<file path="src/rtl/counter_seq_ctrl.sv">
// Sequencer for a 4-bit load/up/down counter: repeated sweeps from a start value
// to an end value, one step every STEP_DIV+1 cycles, with abort and completion pulse.
//
// state | meaning
// IDLE  | waiting for START, counter held
// LOAD  | counter loads the shadow start value
// RUN   | stepping the counter until Q reaches the shadow end value
// FIN   | one-cycle DONE pulse, then back to IDLE
module counter_seq_ctrl #(
  parameter int WIDTH  = 4,
  parameter int DIV_W  = 8,
  parameter int LOOP_W = 4
) (
  input  logic              CLK,
  input  logic              RST,
  input  logic              START,
  input  logic              ABORT,
  input  logic              DIR,
  input  logic [WIDTH-1:0]  START_VAL,
  input  logic [WIDTH-1:0]  END_VAL,
  input  logic [DIV_W-1:0]  STEP_DIV,
  input  logic [LOOP_W-1:0] LOOPS,
  input  logic [WIDTH-1:0]  Q_IN,
  output logic              CNT_EN,
  output logic [1:0]        CNT_S,
  output logic [WIDTH-1:0]  CNT_D,
  output logic              BUSY,
  output logic              DONE,
  output logic [LOOP_W-1:0] LOOP_LEFT
);

  typedef enum logic [1:0] {
    ST_IDLE = 2'd0,
    ST_LOAD = 2'd1,
    ST_RUN  = 2'd2,
    ST_FIN  = 2'd3
  } state_t;

  state_t            state;
  logic              dir_q;
  logic [WIDTH-1:0]  start_q;
  logic [WIDTH-1:0]  end_q;
  logic [DIV_W-1:0]  div_q;
  logic [DIV_W-1:0]  presc;
  logic [LOOP_W-1:0] loop_left;

  logic at_end;
  logic step_due;

  assign at_end   = (Q_IN == end_q);
  assign step_due = (presc == div_q);

  always_ff @(posedge CLK or posedge RST) begin
    if (RST) begin
      state     <= ST_IDLE;
      dir_q     <= 1'b0;
      start_q   <= '0;
      end_q     <= '0;
      div_q     <= '0;
      presc     <= '0;
      loop_left <= '0;
    end else begin
      case (state)
        ST_IDLE: begin
          if (START) begin
            dir_q     <= DIR;
            start_q   <= START_VAL;
            end_q     <= END_VAL;
            div_q     <= STEP_DIV;
            loop_left <= LOOPS;
            state     <= ST_LOAD;
          end
        end
        ST_LOAD: begin
          if (ABORT) begin
            state <= ST_IDLE;
          end else begin
            presc <= '0;
            state <= ST_RUN;
          end
        end
        ST_RUN: begin
          // end detection outranks a pending step so the sweep never overshoots
          if (ABORT) begin
            state <= ST_IDLE;
          end else if (at_end) begin
            if (loop_left != '0) begin
              loop_left <= loop_left - LOOP_W'(1);
              state     <= ST_LOAD;
            end else begin
              state <= ST_FIN;
            end
          end else if (step_due) begin
            presc <= '0;
          end else begin
            presc <= presc + DIV_W'(1);
          end
        end
        ST_FIN: begin
          state <= ST_IDLE;
        end
        default: state <= ST_IDLE;
      endcase
    end
  end

  // Counter controls are a decode of registered state; only ABORT and Q_IN gate EN.
  always_comb begin
    CNT_EN = 1'b0;
    CNT_S  = 2'b00;
    CNT_D  = start_q;
    case (state)
      ST_LOAD: begin
        CNT_S  = 2'b01;
        CNT_EN = ~ABORT;
      end
      ST_RUN: begin
        CNT_S  = {1'b1, dir_q};
        CNT_EN = ~ABORT & ~at_end & step_due;
      end
      default: begin
        CNT_EN = 1'b0;
        CNT_S  = 2'b00;
      end
    endcase
  end

  assign BUSY      = (state == ST_LOAD) || (state == ST_RUN);
  assign DONE      = (state == ST_FIN);
  assign LOOP_LEFT = loop_left;

endmodule

</file>
<file path="config.mk">
export PLATFORM = sky130hd
export DESIGN_NAME = counter_seq_ctrl
export DESIGN_NICKNAME = d
export VERILOG_FILES = /design/src/rtl/counter_seq_ctrl.sv
export SDC_FILE = /design/constraint.sdc
export NUM_CORES = 1
export LEC_CHECK = 0
export ABC_CLOCK_PERIOD_IN_PS = 2000
export BUFFER_PORTS_ARGS = -buffer_cell sky130_fd_sc_hd__buf_2
export CAP_MARGIN = 0
export CORE_MARGIN = 8
export CORE_UTILIZATION = 47
export DETAILED_ROUTE_END_ITERATION = 6
export GPL_TIMING_DRIVEN = 1
export PLACE_DENSITY = 0.75
export SLEW_MARGIN = 10
export SYNTH_ARGS = -nofsm -noshare
export SYNTH_HDL_FRONTEND = slang
export SYNTH_SLANG_ARGS = --single-unit
</file>
<file path="constraint.sdc">
create_clock -name CLK -period 2 [get_ports CLK]
set_clock_uncertainty 0.15 [all_clocks]
set_input_delay 0.3 -clock CLK [delete_from_list [all_inputs] [get_ports CLK]]
set_output_delay 0.3 -clock CLK [all_outputs]
set_load 0.05 [all_outputs]
</file>
; ---- After elaboration in Yosys (flattened, before gate mapping)
; Index checks and enable logic that the tools add are counted.
[totals]
reg_bits = 31
out_inout_bits = 13
in_bits = 29
elab_cells = 52
[classes]
mux = 18
addsub = 2
n_reduce_logical = 9
n_eq_ne = 12
bitwise = 4
[op_table]
columns = op, n
row1 = $mux 8, 4
row2 = $mux 4, 4
row3 = $pmux 8 s2, 1
row4 = $ne 2x2->1 const B, 6
row5 = $mux 2, 5
row6 = $add 8x1->8 const B, 1
row7 = $eq 8x8->1, 1
row8 = $pmux 2 s4, 1
row9 = $pmux 4 s2, 1
row10 = $reduce_and 5->1, 1
row11 = $eq 2x2->1 const B, 2
row12 = $eq 4x4->1, 1
row13 = $pmux 2 s2, 1
row14 = $reduce_and 2->1, 2
row15 = $reduce_and 4->1, 1
row16 = $reduce_bool 2->1, 2
row17 = $reduce_bool 4->1, 1
row18 = $sub 4x1->4 const B, 1
row19 = $ne 3x3->1 const B, 1
row20 = $and 1x1->1, 2
row21 = $eq 2x1->1 const B, 1
row22 = $logic_not 2->1, 1
row23 = $not 1->1, 2
row24 = $pmux 1 s2, 1
row25 = $logic_or 1x1->1, 1

; ---- Logic depth before layout (Yosys ltp)
; Gate-level depths: netlist (run 1).
[logic_depth]
word_depth = 5
mapped_depth = 8
depth_no_buf = 7

; ---- Worst setup path after synthesis (run 1)
; OpenSTA, ideal clock, no wires.
[synth_path]
path_kind = register to output
start = register state[0]
end = output CNT_EN
path_slack_ns = -0.495
stages_incl_launch_ff = 7
t_arrival_ns = 2.045
required_ns = 1.550
cell_sequence = dfrtp_1 inv_1 ha_1 buf_2 nand2b_1 o32ai_1 and2_1
[synth_via]
elab_chain_len = 2
[synth_rtl]
columns = element, line_no
row1 = "start, declared", 39  ; state_t state;
row2 = "start signal, assigned", 55  ; state <= ST_IDLE;
row3 = "start signal, assigned", 71  ; state <= ST_LOAD;
row4 = "start signal, assigned", 76  ; state <= ST_IDLE;
row5 = $eq 2x2->1 / $eq 2x1->1 (equally long branches), 112  ; case (state)
row6 = $pmux 1 s2 (*), 112
row7 = "end, declared", 24  ; output logic CNT_EN,
; Every way passes the cells marked *; elsewhere a longest branch is shown, timed or not.

; ---- Final worst setup path (run 1)
[layout_path]
start = register presc[1]
end = output CNT_EN
[layout_via]
elab_chain_len = 3
[layout_rtl]
columns = element, line_no
row1 = "start, declared", 44  ; logic [DIV_W-1:0] presc;
row2 = "start signal, assigned", 96  ; presc <= presc + DIV_W'(1);
row3 = $eq 8x8->1, 51  ; assign step_due = (presc == div_q);
row4 = $and 1x1->1, 119  ; CNT_EN = ~ABORT & ~at_end & step_due;
row5 = $pmux 1 s2, 112
; Every way passes these cells.

==> results of run 1 <==
report_power, final:
part / total, µW / switching, µW / internal, µW
clock network: 515 / 220 / 295
logic: 1970 / 1160 / 808
registers: 1070 / 195 / 877
total: 3550 / 1570 / 1980
logic make-up (layout without fill, tap and decap cells):
| group | after synthesis | after routing | share of synthesized area |
|---|---|---|---|
| AOI/OAI and AO/OA | 26 | 26 | 0.111 |
| xor gates and xnor gates | 12 | 12 | 0.0621 |
| adders and majority gates | 7 | 7 | 0.0517 |
| buffers and inverters | 12 | 77 | 0.0273 |
| DFF | 31 | 31 | 0.458 |
| muxes | 20 | 20 | 0.132 |
| and+or+nand+nor | 47 | 47 | 0.158 |
placed cells by master, fill, tap and decap left out, types with 3 or more instances in the layout:
cell type  synthesis  routed
ha_1               7       5
nand2_1           11      11
o21ai_0            4       4
nand3_1            6       6
nor3_1             3       3
nor2_1             8       7
a211oi_1           5       4
xor2_1            12      11
clkbuf_4           0       5
inv_1              8       7
dfrtp_1           31      30
buf_4              0      17
mux2_2            17      17
buf_2              1      39
nand4_1            5       5
o311ai_1           3       3
a21oi_1            4       3
worst paths after layout:
check	slack (ps)	endpoint	cells after the start
hold reg to reg	360	CNT_D[1]	1
hold / removal	40	div_q[2]	2
setup reg to reg	80	state[1]	6
max in group asynchronous	970	state[1]	4
setup / recovery	-410	CNT_EN	6
min in group asynchronous	430	presc[5]	4
registers in the layout, indices dropped and copies added (netlist names):
name	count
CNT_D	4
LOOP_LEFT	4
dir_q	1
div_q	8
end_q	4
presc	8
state	2
cells in the mapped netlist, types with 2 or more instances:
library cell	instances	area, µm²
ha_1	7	87.6
inv_1	8	30.0
nand3_1	6	30.0
o311ai_1	3	26.3
mux2i_1	2	20.0
dfrtp_1	31	776
nand4_1	5	31.3
nor3_1	3	15.0
nor2b_1	2	12.5
a211oi_1	5	37.5
nand2_1	11	41.3
o21ai_0	4	20.0
nor2_1	8	30.0
a31oi_1	2	12.5
mux2_2	17	191
nand2b_1	2	12.5
nor4_2	2	25.0
a21oi_1	4	20.0
clkbuf_1	3	11.3
xor2_1	12	105
what timing repair did:
item	4_1_cts	5_1_grt
buffers inserted	1	0
hold endpoints to repair	31	0
setup endpoints to repair	2	8
hold buffers	1	0
gates resized for setup	10	7
pin swaps	1	4
metal layers:
metal / up-vias / share of wire
met5: - / 0
met1: 670 / 0.42
li1: 692 / -
met3: 8 / 0.059
met4: 0 / 0.023
met2: 39 / 0.50
worst register-to-register path, stage by stage (launching register included):
cell,delay (ps)
dfrtp_1,430
xor2_2,200
nor4_4,330
buf_4,210
nor2_2,60
nor2_2,130
mux2_4,310
per-stage QoR:
stage	std cells	utilization	area, µm²	power, µW	setup TNS [ps]
2_1_floorplan	155	-	1720	2460	-56.9
3_3_place_gp	258	0.595	2110	2880	-169
3_5_place_dp	258	0.595	2110	2910	-212
4_1_cts	268	0.633	2250	3520	-444
5_1_grt	268	0.642	2280	3770	-573
6_report	268	0.642	2280	3550	-411
layout make-up:
type / instances / area [µm²] / share of cell area
Clock buffer: 6 / 51.3 / 0.0225
Sequential cell: 31 / 777 / 0.341
Inverter: 8 / 30.0 / 0.0132
Multi-Input combinational cell: 112 / 926 / 0.406
Clock inverter: 2 / 35.0 / 0.0154
Timing Repair Buffer: 61 / 399 / 0.175
Tap cell: 48 / 60.1 / 0.0264
==> reports/summary.md, run 1 <==
The commonest register cell after synthesis was dfrtp_1. CTS saw 31 sinks. The initial antenna violation count was 0.

Walking the worst path, the cells encountered are xor2_1 > nor4_2 > nand2_2 > o32ai_2 > and2_4 > buf_8. The launch point of the critical path is presc[1]. OpenSTA, run right after detailed placement, puts the worst setup slack at -212 ps.

The insertion delay of the later-clocked pin in the worst-skew pair is 330 ps, and the maximum number of pins on one net before global-route repair is 32. The type of the setup path with the least slack is flop to output pin. The detailed router finished its first iteration with 82 violations. The total inserted antenna cells was 0. The number of different library cells used by synthesis comes to 38.

For this run, design rule violations remaining after detail routing come to 0. The sequential fraction of the synthesis area came out at 0.458. The run gives 0 as the total count of max-transition violations in the final report.

Dividing the detail-routed wire length by the instance count gives 14.3 µm. For this design the static power due to leakage is 0.00106 µW. Peak ir drop on the vdd network: 0.898 mV. Before antenna repair, the detailed router went through 5 iterations.

For the wire length of the first global-routing pass, the log shows 6.42 mm. The cell with the largest stage delay on the worst path is dfrtp_1. The proportion of register bits with asynchronous set or reset after synthesis works out to 1.00. The layer with the highest usage after global routing is met2. In this run the critical register-to-register path is launched from end_q[2]. Buffers placed on the I/O ports in this run total 41.

Based on the critical path, the design can be clocked at up to 415 MHz. The effective utilization at floorplan was 0.477; the final critical-path share of the clock period was 1.21. Synthesis handed over a netlist of 155 instances. After filler insertion, the fill cell instance count of the layout stands at 285. The flow ran to the end, but the final reports show violations. The run gives 2.79 mm as the total half-perimeter wirelength after legalization and detailed placement. The number of global-route vias before repair was 1478; the maximum count of clock buffers along a single path was 2. The clock slew at the register clock pins of the worst setup and hold paths was 110 ps. In this run the number of H-tree levels came out at 2. The worst path required time was 1550 ps; the relative area change from synthesis to final layout was 34.6%.

The routed layout has 1409 vias. For the number of ports placed on the die boundary, the log shows 42. The horizontal extent of the die was 76.0 µm; the placement row count was 22. For the pin with the worst max-slew slack, the measured transition is 374 ps. The number of buffers and inverters on the critical path is 1. The count of flip-flops with a built-in enable after synthesis works out to 0. The logs give 3.82 mm for the total wirelength of the detailed-routed design and 0 for the number of hold violations in the final report. The number of routed nets with antenna violations is 0, and the peak per-stage delay on the critical path is 410 ps.

The met2 capacity usage during global routing was 0.219. In this design, the largest share of critical-path delay is due to simple AND/OR/NAND/NOR gates. The class of the worst hold path is input pin to flop. The type of element launching the critical path was a flop. The cell area that synthesis handed to floorplanning was 1690 µm². Across the run, the number of max-cap violations was 0. The global placer's final weighted congestion is 0.799.

The source of the worst hold timing path was STEP_DIV[2]. The number of synthesized register bits is 31. The smallest hold slack is 36.0 ps.

The worst setup slack after layout was -411 ps. Each instance of the synthesized netlist takes up on average 10.9 µm². The area of the core region came out at 3550 µm². Count of warnings emitted by yosys: 0.

The tools report the total track usage as 0.134. TritonCTS built the clock tree. From bottom edge to top edge, the die measures 76.0 µm. The met1 usage was 0.147. The number of nets in the synthesized netlist is 191. STA puts the critical path data arrival time at 1960 ps. The share of post-route cells with drive strength above 1 was 0.477. TritonCTS created 5 clock buffers. The final reports fail on negative setup slack.

In this run the power density over the cells is 1560 nW/µm². Dividing the detail-routed via count by the number of cells gives 5.26. The tools report the final-stage net count as 255. For this run the aggregate overflow at the end of global routing stands at 0. The normalized max-slew margin was 0.751; the met3 routing resource usage after global routing was 0.0472. The endpoint class of the critical path is an output pin.

Final setup violation count: 1. The tools report the clock root buffer as clkbuf_4. Setup repair after global routing could not meet its margin everywhere.

The time the final worst path needs with I/O delays and setup is 2410 ps. The maximum fanout along the worst path is 2, and the overall die area is 5780 µm².
Note: power is estimated with default switching activity, not from simulation.
==> inputs of run 2 (changes only) <==
--- a/config.mk
+++ b/config.mk
@@ -7,12 +7,13 @@
 export LEC_CHECK = 0
 export ABC_CLOCK_PERIOD_IN_PS = 2000
 export BUFFER_PORTS_ARGS = -buffer_cell sky130_fd_sc_hd__buf_2
-export CAP_MARGIN = 0
+export CAP_MARGIN = 20
 export CORE_MARGIN = 8
 export CORE_UTILIZATION = 47
 export DETAILED_ROUTE_END_ITERATION = 6
 export GPL_TIMING_DRIVEN = 1
 export PLACE_DENSITY = 0.75
+export SETUP_SLACK_MARGIN = 0.3
 export SLEW_MARGIN = 10
 export SYNTH_ARGS = -nofsm -noshare
 export SYNTH_HDL_FRONTEND = slang
==> run 2 against run 1 <==
Compared with the run above: largest cell class unchanged; largest power group unchanged; the run still ends with negative setup slack left; cell count rose by 8.2%; sequential power increased by 6%; sequential share of layout area down 7.6 points; fmax grew 0.52%; critical path type unchanged.
==> reports/summary.md, run 2 (synthesized netlist as in run 1, its figures left out) <==
The tightest min-delay check is of the input pin to flop type. Layer with the highest usage after global routing: met2. The standard cell area after detailed placement came out at 2110 µm² (-0.12%).

The flow ran to the end, but the final reports show violations. The run gives 340 ps (about the same) as the insertion delay of the later-clocked pin in the worst-skew pair. Compared with the post-synthesis result, the final layout area differs by 72.9%. The met3 routing resource usage after global routing is 0.0649 (+0.0177), and the number of hold violations in the final report is 0 (unchanged). The maximum number of pins on one net before global-route repair is 32 (unchanged), and the slew at the pin with the worst max-slew slack is 391 ps (+16.8 ps). The largest registers in the layout are div_q: 8 flops, presc: 8 flops.

The iteration-0 DRC count of the detailed router was 172 (+110%); the worst setup slack after layout was -398 ps (+12.4 ps). Met1 usage: 0.187 (+0.0397). The worst setup path is launched from a flop.

Number of ports placed on the die boundary: 42 (unchanged). For the worst path required time, the log shows 1550 ps (about the same). Initial antenna violation count: 0 (unchanged). Y dimension of the die: 76.0 µm (unchanged). The count of H-tree levels built during CTS is 2 (unchanged). Setup repair after global routing could not meet its margin everywhere.

The checks that failed: negative setup slack. The accumulated negative setup slack is -503 ps (-92.0 ps). The number of maximum-capacitance violations is 0 (unchanged), and the final routed DRC violation total is 0 (unchanged). The total track usage was 0.176 (+0.0420); the placement row count was 22 (unchanged). The upper clock frequency limit was 417 MHz (+0.52%). The number of cells after detailed placement came out at 255 (-1.2%).

Total inserted antenna cells: 0 (unchanged). The tools report the overall die area as 5780 µm² (unchanged). The horizontal extent of the die works out to 76.0 µm (unchanged). The setup path with the least slack is of type flop to output pin. The arrival time of data at the critical path endpoint was 1950 ps (about the same); the count of vias placed by the detailed router was 1701 (+21%).

Among cell families on the critical path, the largest total delay comes from simple AND/OR/NAND/NOR gates. In the layout the commonest cells are buf_2, dfrtp_1, buf_4. The logs give 0 (unchanged) for the aggregate global routing overflow and 290 (+8.2%) for the post-route non-filler standard cell count. For the total half-perimeter wirelength after legalization and detailed placement, the log shows 3.03 mm (+8.7%).

Among all stages on the critical path, the largest delay is contributed by dfrtp_1. The share of post-route cells with drive strength above 1 works out to 0.653 (+0.176). The final-stage net count is 278 (+9.0%), and the average detailed-routed wire length per instance is 21.9 µm (+54%). Clock slew at the register clock pins of the worst setup and hold paths: 100 ps (about the same). The total CTS buffers came out at 5 (unchanged). The run gives 3 (+2) as the final setup violation count. The total wirelength of the detailed-routed design is 6.35 mm (+66%), and the peak per-stage delay on the critical path is 400 ps (about the same). The signal on the critical path passes through xor2_1 > nor4_2 > buf_4 > nand2_4 > o32ai_2 > and2_4 > buf_8. The total count of max-transition violations in the final report was 0 (unchanged); the peak ir drop on the vdd network was 1.34 mV (+50%). Time the final worst path needs with I/O delays and setup: 2400 ps (-12.4 ps). TritonCTS built the clock tree. The number of port buffers is 41 (unchanged). The area of the core region was 3550 µm² (unchanged); the normalized max-slew margin was 0.737 (-0.0132). The tools report the endpoint class of the critical path as an output pin.

The tools report the post-layout instance area as 2930 µm² (+28%). The clock root buffer is clkbuf_4. The number of routed nets with antenna violations was 0 (unchanged). The static leakage is 0.00133 µW (+26%), and the number of optimization iterations in the first detailed-route pass is 4 (-1). The number of buffers and inverters on the critical path works out to 2 (+1).

The final critical-path share of the clock period was 1.20 (-0.00621); the wire length of the first global-routing pass was 8.29 mm (+29%). The clock sink count was 31 (unchanged); the global placer's final weighted congestion was 0.892 (+12%). The number of global-route vias before repair was 1761 (+19%).

The share of the core filled with cells in the final layout came out at 0.824 (+0.183). The run gives 0.477 (unchanged) as the effective utilization at floorplan. For the met2 capacity usage during global routing, the log shows 0.301 (+0.0814). The maximum count of clock buffers along a single path came out at 2 (unchanged). The total power consumption of the routed design came out at 4670 µW (+31%). The power density of the placed cells is 1600 nW/µm² (+2.3%). Maximum fanout along the worst path: 2 (unchanged). The detailed-route vias per instance was 5.87 (+12%).

Leaving out fill and tap cells, the most frequent cell in the layout is buf_2.
## run 2: cell count changes in the layout (fill, tap and decap cells not counted), moves of 5 or more
| cell | before | now |
|---|---|---|
| buf_8 | 1 | 8 |
| buf_4 | 17 | 22 |
| mux2_4 | 1 | 16 |
| nand2_1 | 11 | 2 |
| buf_6 | 1 | 12 |
| mux2_2 | 17 | 2 |
## run 2: final timing paths
kind	from	to	depth (start not counted)	slack (ps)
worst max-delay path	div_q[1]	CNT_EN	7	-400
worst min-delay path	STEP_DIV[4]	div_q[4]	2	30
worst min register to register	CNT_D[3]	CNT_D[3]	1	370
max in group asynchronous	RST	LOOP_LEFT[0]	4	930
worst max register to register	state[0]	LOOP_LEFT[1]	9	-70
min in group asynchronous	RST	presc[2]	4	460
## run 2: routing by layer
metal | vias up | part of all wire
met2 | 84 | 0.51
li1 | 744 | -
met5 | - | 0
met3 | 29 | 0.065
met4 | 0 | 0.042
met1 | 844 | 0.39
## run 2: cell type report
type	instances	area, µm²
clock inverter	1	5.00
fill	162	624
tap	48	60.1
clock buffer	6	51.3
sequential	31	777
timing repair buffer	83	696
multi-input combinational	113	1310
inverter	8	30.0
## run 2: metrics by stage
stage          setup WS [ps]  hold WS, ps
6_report                -398         34.5
5_1_grt                 -470         36.0
4_1_cts                 -357         41.7
3_5_place_dp            -152          247
3_3_place_gp            -114          242
2_1_floorplan           28.7          253
## run 2: timing repair
action	CTS	global route
pin swaps	24	12
endpoints found under the setup margin	18	36
hold endpoints to repair	31	0
cloned	1	2
hold buffers	1	0
buffers inserted	18	6
gates resized for setup	65	49
## run 2: report_power, final
group / switching [µW] / internal, µW / total (µW)
Clock: 224 / 163 / 386
Sequential: 252 / 876 / 1130
Combinational: 1640 / 1520 / 3160
